**config.mk**
```make
export PLATFORM = sky130hd
export DESIGN_NAME = spi_slave_sync
export DESIGN_NICKNAME = d
export VERILOG_FILES = /design/src/rtl/spi_slave_sync.sv
export SDC_FILE = /design/constraint.sdc
export NUM_CORES = 1
export LEC_CHECK = 0
export BUFFER_PORTS_ARGS = -buffer_cell sky130_fd_sc_hd__buf_2
export CORE_UTILIZATION = 30
export CTS_BUF_LIST = sky130_fd_sc_hd__clkbuf_8
export DETAILED_ROUTE_END_ITERATION = 8
export GPL_ROUTABILITY_DRIVEN = 0
export PLACE_DENSITY = 0.54
export RECOVER_POWER = 50
export SETUP_SLACK_MARGIN = 0.5
export SLEW_MARGIN = 40
export SYNTH_ARGS = -nofsm -noshare
export SYNTH_HDL_FRONTEND = slang
export SYNTH_SLANG_ARGS = --single-unit
export TNS_END_PERCENT = 20
```
**constraint.sdc**
```tcl
create_clock -name clk -period 3.2 [get_ports clk]
set_clock_uncertainty 0.2 [all_clocks]
set_input_delay 0.32 -clock clk [delete_from_list [all_inputs] [get_ports clk]]
set_output_delay 0.32 -clock clk [all_outputs]
set_load 0.02 [all_outputs]
```
**src/rtl/spi_slave_sync.sv**
```systemverilog
// spi_slave_sync: clk-domain SPI mode-0 slave with MSB-first shifting and a one-deep tx holding register.
// Ports: clk/reset (sync, active-high); sclk, cs (active-low), mosi from the master; miso to the master;
//        tx_data/tx_valid/tx_ready: word for a later slot; rx_data/rx_valid: last received word plus a 1-cycle pulse.
// Option: SPI_SLAVE_SYNC_MISO_TRISTATE_EN drives miso to 1'bz while IDLE or in reset instead of 0.
module spi_slave_sync #(
  parameter int DATA_W      = 8,
  parameter int SYNC_STAGES = 2
) (
  input  logic              clk,
  input  logic              reset,
  input  logic              sclk,
  input  logic              cs,
  input  logic              mosi,
  output logic              miso,
  input  logic [DATA_W-1:0] tx_data,
  input  logic              tx_valid,
  output logic              tx_ready,
  output logic [DATA_W-1:0] rx_data,
  output logic              rx_valid
);
  localparam int CW = DATA_W > 1 ? $clog2(DATA_W) : 1;
  typedef enum logic {IDLE, ACTIVE} state_t;
  state_t state, next_state;
  logic [SYNC_STAGES-1:0] sclk_s, cs_s, mosi_s;
  logic sclk_d, cs_d;
  logic [DATA_W-1:0] tx_shift, hold, rx_next;
  logic [DATA_W-2:0] rx_shift;
  logic [CW-1:0] bit_cnt;
  logic hold_full, word_done;
  logic rise, fall, cs_fall, cs_rise, enter, leave, act, load, last_bit;
  always_ff @(posedge clk) begin
    if (reset) begin
      sclk_s <= '0;
      cs_s   <= '1;
      mosi_s <= '0;
      sclk_d <= 1'b0;
      cs_d   <= 1'b1;
    end else begin
      sclk_s <= {sclk_s[SYNC_STAGES-2:0], sclk};
      cs_s   <= {cs_s[SYNC_STAGES-2:0], cs};
      mosi_s <= {mosi_s[SYNC_STAGES-2:0], mosi};
      sclk_d <= sclk_s[SYNC_STAGES-1];
      cs_d   <= cs_s[SYNC_STAGES-1];
    end
  end
  assign rise     = sclk_s[SYNC_STAGES-1] & ~sclk_d;
  assign fall     = ~sclk_s[SYNC_STAGES-1] & sclk_d;
  assign cs_fall  = ~cs_s[SYNC_STAGES-1] & cs_d;
  assign cs_rise  = cs_s[SYNC_STAGES-1] & ~cs_d;
  assign last_bit = bit_cnt == CW'(DATA_W - 1);
  assign rx_next  = {rx_shift, mosi_s[SYNC_STAGES-1]};
  always_ff @(posedge clk) state <= reset ? IDLE : next_state;
  always_comb begin
    next_state = (state == IDLE) ? (cs_fall ? ACTIVE : IDLE) : (cs_rise ? IDLE : ACTIVE);
    enter      = state == IDLE && cs_fall;
    leave      = state == ACTIVE && cs_rise;
    act        = state == ACTIVE && !cs_rise;
    // a word boundary reload happens on the first fall after the last rise
    load       = enter || (act && fall && word_done);
  end
  always_ff @(posedge clk) begin
    if (reset) begin
      tx_shift  <= '0;
      rx_shift  <= '0;
      hold      <= '0;
      hold_full <= 1'b0;
      word_done <= 1'b0;
      bit_cnt   <= '0;
      rx_data   <= '0;
      rx_valid  <= 1'b0;
    end else begin
      rx_valid <= 1'b0;
      if (load) tx_shift <= hold_full ? hold : '0;
      else if (act && fall) tx_shift <= {tx_shift[DATA_W-2:0], 1'b0};
      if (enter || leave) begin
        bit_cnt   <= '0;
        word_done <= 1'b0;
      end else if (act && rise) begin
        rx_shift <= rx_next[DATA_W-2:0];
        bit_cnt  <= last_bit ? '0 : bit_cnt + CW'(1);
        if (last_bit) begin
          rx_data   <= rx_next;
          rx_valid  <= 1'b1;
          word_done <= 1'b1;
        end
      end else if (load) word_done <= 1'b0;
      // accept only when empty, so a same-cycle load already took zeros and the new word waits
      if (tx_valid && !hold_full) begin
        hold      <= tx_data;
        hold_full <= 1'b1;
      end else if (load) hold_full <= 1'b0;
    end
  end
  assign tx_ready = !hold_full;
`ifdef SPI_SLAVE_SYNC_MISO_TRISTATE_EN
  assign miso = (state == ACTIVE && !reset) ? tx_shift[DATA_W-1] : 1'bz;
`else
  assign miso = (state == ACTIVE && !reset) ? tx_shift[DATA_W-1] : 1'b0;
`endif
endmodule
```
# Word level (Yosys, flattened, before mapping)
# Index checks and enable logic that the tools add are counted.
[word_totals] ff_bits=46 in_bits=14
[classes] reduce_logical=21 eq_ne=2 addsub=1 mux=13 bitwise_logic=11
[op_table] cell="2-to-1 mux 8 bit" count=3
[op_table] cell="2-to-1 mux 1 bit" count=9
[op_table] cell="logical AND 1 bit" count=8
[op_table] cell="NOT 1 bit" count=7
[op_table] cell="nonzero test 2 bit" count=3
[op_table] cell="bitwise AND 1 bit" count=4
[op_table] cell="AND reduction 2 bit" count=2
[op_table] cell="adder 3 x 1 -> 3 bit (second input constant)" count=1
[op_table] cell="equality test 3 bit (second input constant)" count=1
[op_table] cell="logical NOT 1 bit" count=3
[op_table] cell="2-to-1 mux 3 bit" count=1
[op_table] cell="AND reduction 3 bit" count=1
[op_table] cell="OR reduction 3 bit" count=1
[op_table] cell="logical OR 1 bit" count=2
[op_table] cell="!= test 2 bit (second input constant)" count=1
[op_table] cell="OR reduction 2 bit" count=1

# Logic depth before layout (Yosys ltp)
[logic_depth] depth_word=9 ltp_mapped=6 depth_no_buf=5

# Least setup slack after synthesis
# OpenSTA, ideal clock, no wires.
[synth_path] path_type="flip-flop to flip-flop" from="register state" to="register tx_shift[7]" t_required_ns=2.867 arrival_time_ns=1.249 stages_incl_launch_ff=7 path_slack_ns=1.618 path_buffers=2 cell_sequence="dfxtp_1 -> buf_6 -> and4b_1 -> or3_1 -> buf_2 -> nor2_1 -> a311oi_2"
[synth_between] elab_chain_len=5
[synth_lines] item="start: declaration" line_no="23" source="state_t state, next_state;"
[synth_lines] item="start signal: assignment" line_no="52" source="always_ff @(posedge clk) state <= reset ? IDLE : next_state;"
[synth_lines] item="logical AND 1 bit" line_no="57" source="act = state == ACTIVE && !cs_rise;"
[synth_lines] item="logical AND 1 bit" line_no="59, 74"
[synth_lines] item="logical AND 1 bit" line_no="59" source="load = enter || (act && fall && word_done);"
[synth_lines] item="logical OR 1 bit" line_no="59"
[synth_lines] item="2-to-1 mux 8 bit / nonzero test 2 bit (equally long branches)"
[synth_lines] item="end signal: assignment" line_no="73" source="if (load) tx_shift <= hold_full ? hold : '0;"
[synth_lines] item="end signal: assignment" line_no="74" source="else if (act && fall) tx_shift <= {tx_shift[DATA_W-2:0], 1'b0};"
[synth_lines] item="end: declaration" line_no="26" source="logic [DATA_W-1:0] tx_shift, hold, rx_next;"
# Several ways; a longest one is shown, not always the timed one.
# A chain may end at the register's enable or synchronous reset.

# Worst setup path in the final report
[layout_path] from="register cs_d" to="register tx_shift[5]"
[layout_between] elab_chain_len=8
[layout_lines] item="start: declaration" line_no="25" source="logic sclk_d, cs_d;"
[layout_lines] item="start signal: assignment" line_no="43" source="cs_d <= cs_s[SYNC_STAGES-1];"
[layout_lines] item="NOT 1 bit" line_no="49" source="assign cs_rise = cs_s[SYNC_STAGES-1] & ~cs_d;"
[layout_lines] item="bitwise AND 1 bit" line_no="49"
[layout_lines] item="logical NOT 1 bit" line_no="57"
[layout_lines] item="logical AND 1 bit" line_no="57"
[layout_lines] item="logical AND 1 bit" line_no="59, 74"
[layout_lines] item="logical AND 1 bit" line_no="59"
[layout_lines] item="logical OR 1 bit" line_no="59"
[layout_lines] item="2-to-1 mux 8 bit / nonzero test 2 bit (equally long branches)"
# Several ways; a longest one is shown, not always the timed one.

==> flow_summary.ini <==
[outcome]
status = completed

[synth]
synthFlopType = dfxtp_1
netlist_instances = 181
ys_seq_area_share_pct = 53.14
synthTopCellsByCount = dfxtp_1 (46), nor2_1 (29), nand2_1 (22)
synth_cell_types = 29
synth_area_um2 = 1733
yosysMostFrequentCell = dfxtp_1
netlist.top_cell.by_area = dfxtp_1
synth_seq_cells = 46
synth_top_cell_area_share_pct = 53.14
synth_nets = 197
synth.avg_cell_area_um2 = 9.574
synth_edf_count = 0
async_reset_ff_share_pct = 0
ys_warn_count = 0
synth_area_leaders = dfxtp_1 (53%), mux2i_1 (9.8%), nor2_1 (6.3%)

[timing]
setup_violations = 0
maxSlewHeadroom_pct = 39.82
setup_slack_ns = 0.9745
drv_slew = 0
hold_violations = 0
tightest_slew_ns = 0.9007
finalCriticalPeriod_ns = 2.226
fin_setup_tns_ns = 0
period_share_pct = 69.55
fmax_ghz = 0.4493
rsz0062_at_grt = false

[cells_and_area]
multi_input_area_um2 = 744.5
postLayoutCellArea_um2 = 1977
nets = 218
diodes = 0
layout-drive-gt1-share_pct = 10.84
synthToLayoutAreaGrowth_pct = 14.08
fill_cells = 609
seq_area_um2 = 920.9

[route]
first_pass_iters = 4
drtAntennaViolNets = 0
finalWirelength_mm = 3.132
wl_per_cell_um = 11.39
drt-initial-drc-count = 43
viasPerCell = 4.542
drcViolationCount = 0
via_count = 1249

[power_and_ir_drop]
vdd_drop_max_uv = 165.3
combPwrFrac_pct = 5.4
p_per_area_nw_per_um2 = 544.4
p_leak_nw = 0.8876
seqPwrFrac_pct = 55.9
pwr-share-clk_pct = 38.7
p_sw_mw = 0.2356
p_sw_share_pct = 21.89
p_int_mw = 0.8407

[die]
start_util_pct = 31.28
rows = 27
ios = 25
die_w_um = 78
core_area_um2 = 5540
die_y_um = 78
die_area_um2 = 6084

[global_route]
antenna_found_initial = 0
grt_pass1_vias = 1114
globalRouteMet3Util_pct = 3.294
grt_pass1_wl_mm = 5.285
met1_usage_pct = 15.92
grt-ovfl-total = 0
top_usage_layer = met1
grt_max_degree = 45
use_met2_pct = 15.66
gr-usage-all-layers_pct = 11.27

[setup_path]
crit_type = reg2reg
slowest_stage = nor3b_1
cp_data_required_time_ns = 3.15
crit_path_end_kind = flop
cp-start-kind = flop
crit_fanout = 7
cp_data_arrival_time_ns = 2.17
cp_cell_sequence = nor3b_1 > nor2_1 > a221oi_1 > nor3_1
crit_path_max_incr_delay_ns = 0.76

[clock_network]
clockBufferDepth = 2
cts_buffers = 5
root_buffer = clkbuf_8
postCtsSetupBuffers = 0
cts_sinks = 46
clk_pin_slew_worst_paths_ns = 0.08
ctsHoldBuffers = 0
htree_num_levels = 2
post_cts_resize_count = 0
clk_latency_ns = 0.29
cts_tree = done

[flow_run]
drv_cap = 0

[placement]
place_area_um2 = 1894
dp_slack_ns = 1.238
port_buffers = 24
dp_hpwl_mm = 2.087

[min_path]
hp-class = in2reg
## power groups by stage
stage / combinational, mW / sequential (mW) / clock, mW
final: 0.0585 / 0.601 / 0.416
after global routing: 0.0671 / 0.604 / 0.451
after CTS: 0.0607 / 0.602 / 0.427
after detailed placement: 0.0605 / 0.616 / 0
after global placement: 0.0604 / 0.615 / 0
after floorplan: 0.0477 / 0.610 / 0
## routing by layer
layer	up-vias	part of all wire, %
met3	7	3.1
met5	-	0
met4	0	1.9
li1	655	-
met2	18	41
met1	569	54
## logic make-up (layout without fill, tap and decap cells)
group | Yosys count | count (layout) | share of synthesized area, %
AO/OA/AOI/OAI | 24 | 24 | 9.531
buffers and inverters | 12 | 34 | 3.249
AND/OR/NAND/NOR | 80 | 80 | 22.82
adder cells (fa/ha/maj) | 2 | 2 | 1.444
multiplexers | 17 | 17 | 9.819
flip-flops | 46 | 46 | 53.14
## final timing paths
check           from          end  slack (ns)  cells after the start
max             cs_d  tx_shift[5]        0.97                      4
min               cs      cs_s[0]       0.007                      2
max reg2reg     cs_d  tx_shift[5]        0.97                      4
min reg2reg  cs_s[0]      cs_s[1]        0.21                      1
## metrics by stage
| step | util [%] | std cells | power [mW] | hold slack (ns) |
|---|---|---|---|---|
| after floorplan | - | 181 | 0.6581 | 0.1832 |
| after global placement | 34.19 | 267 | 0.6757 | 0.2010 |
| after detailed placement | 34.19 | 267 | 0.6762 | 0.1950 |
| after CTS | 36.11 | 275 | 1.090 | 0.001452 |
| after global routing | 35.68 | 275 | 1.123 | 0.02775 |
| final | 35.68 | 275 | 1.076 | 0.006553 |
## state kept, by name, summed over array words and instances (netlist names)
signal and flops:
rx_shift 7, hold 8, tx_shift 8, cs_s 2, hold_full 1, rx_data 8
mosi_s 2, sclk_s 2, cs_d 1, sclk_d 1, bit_cnt 3, state 1
word_done 1, rx_valid 1
## cells in the final DEF (no fill, tap or decap), drive strengths merged, types with 3 or more instances in the layout
cell and count:
dfxtp 46, nor3 7, a221oi 6, nor2b 7
clkbuf 15, mux2i 17, nor2 29, nand2 22
or3 3, inv 4, a21oi 12, buf 14
or2 3
## area by class of cell
cell class | instances | share of cell area [%]
clock buffer | 5 | 3.481
clock inverter | 3 | 1.899
inverter | 2 | 0.3797
multi-input combinational | 123 | 37.66
sequential | 46 | 46.58
tap | 72 | 4.557
timing repair buffer | 24 | 5.443
## worst max-delay path: cells and delay by family, from the launching register on
| kind | cells | cell delay (ns) |
|---|---|---|
| flops | 1 | 0.39 |
| compound gates | 1 | 0.38 |
| simple gates | 3 | 1.12 |
Note: power is estimated with default switching activity, not from simulation.
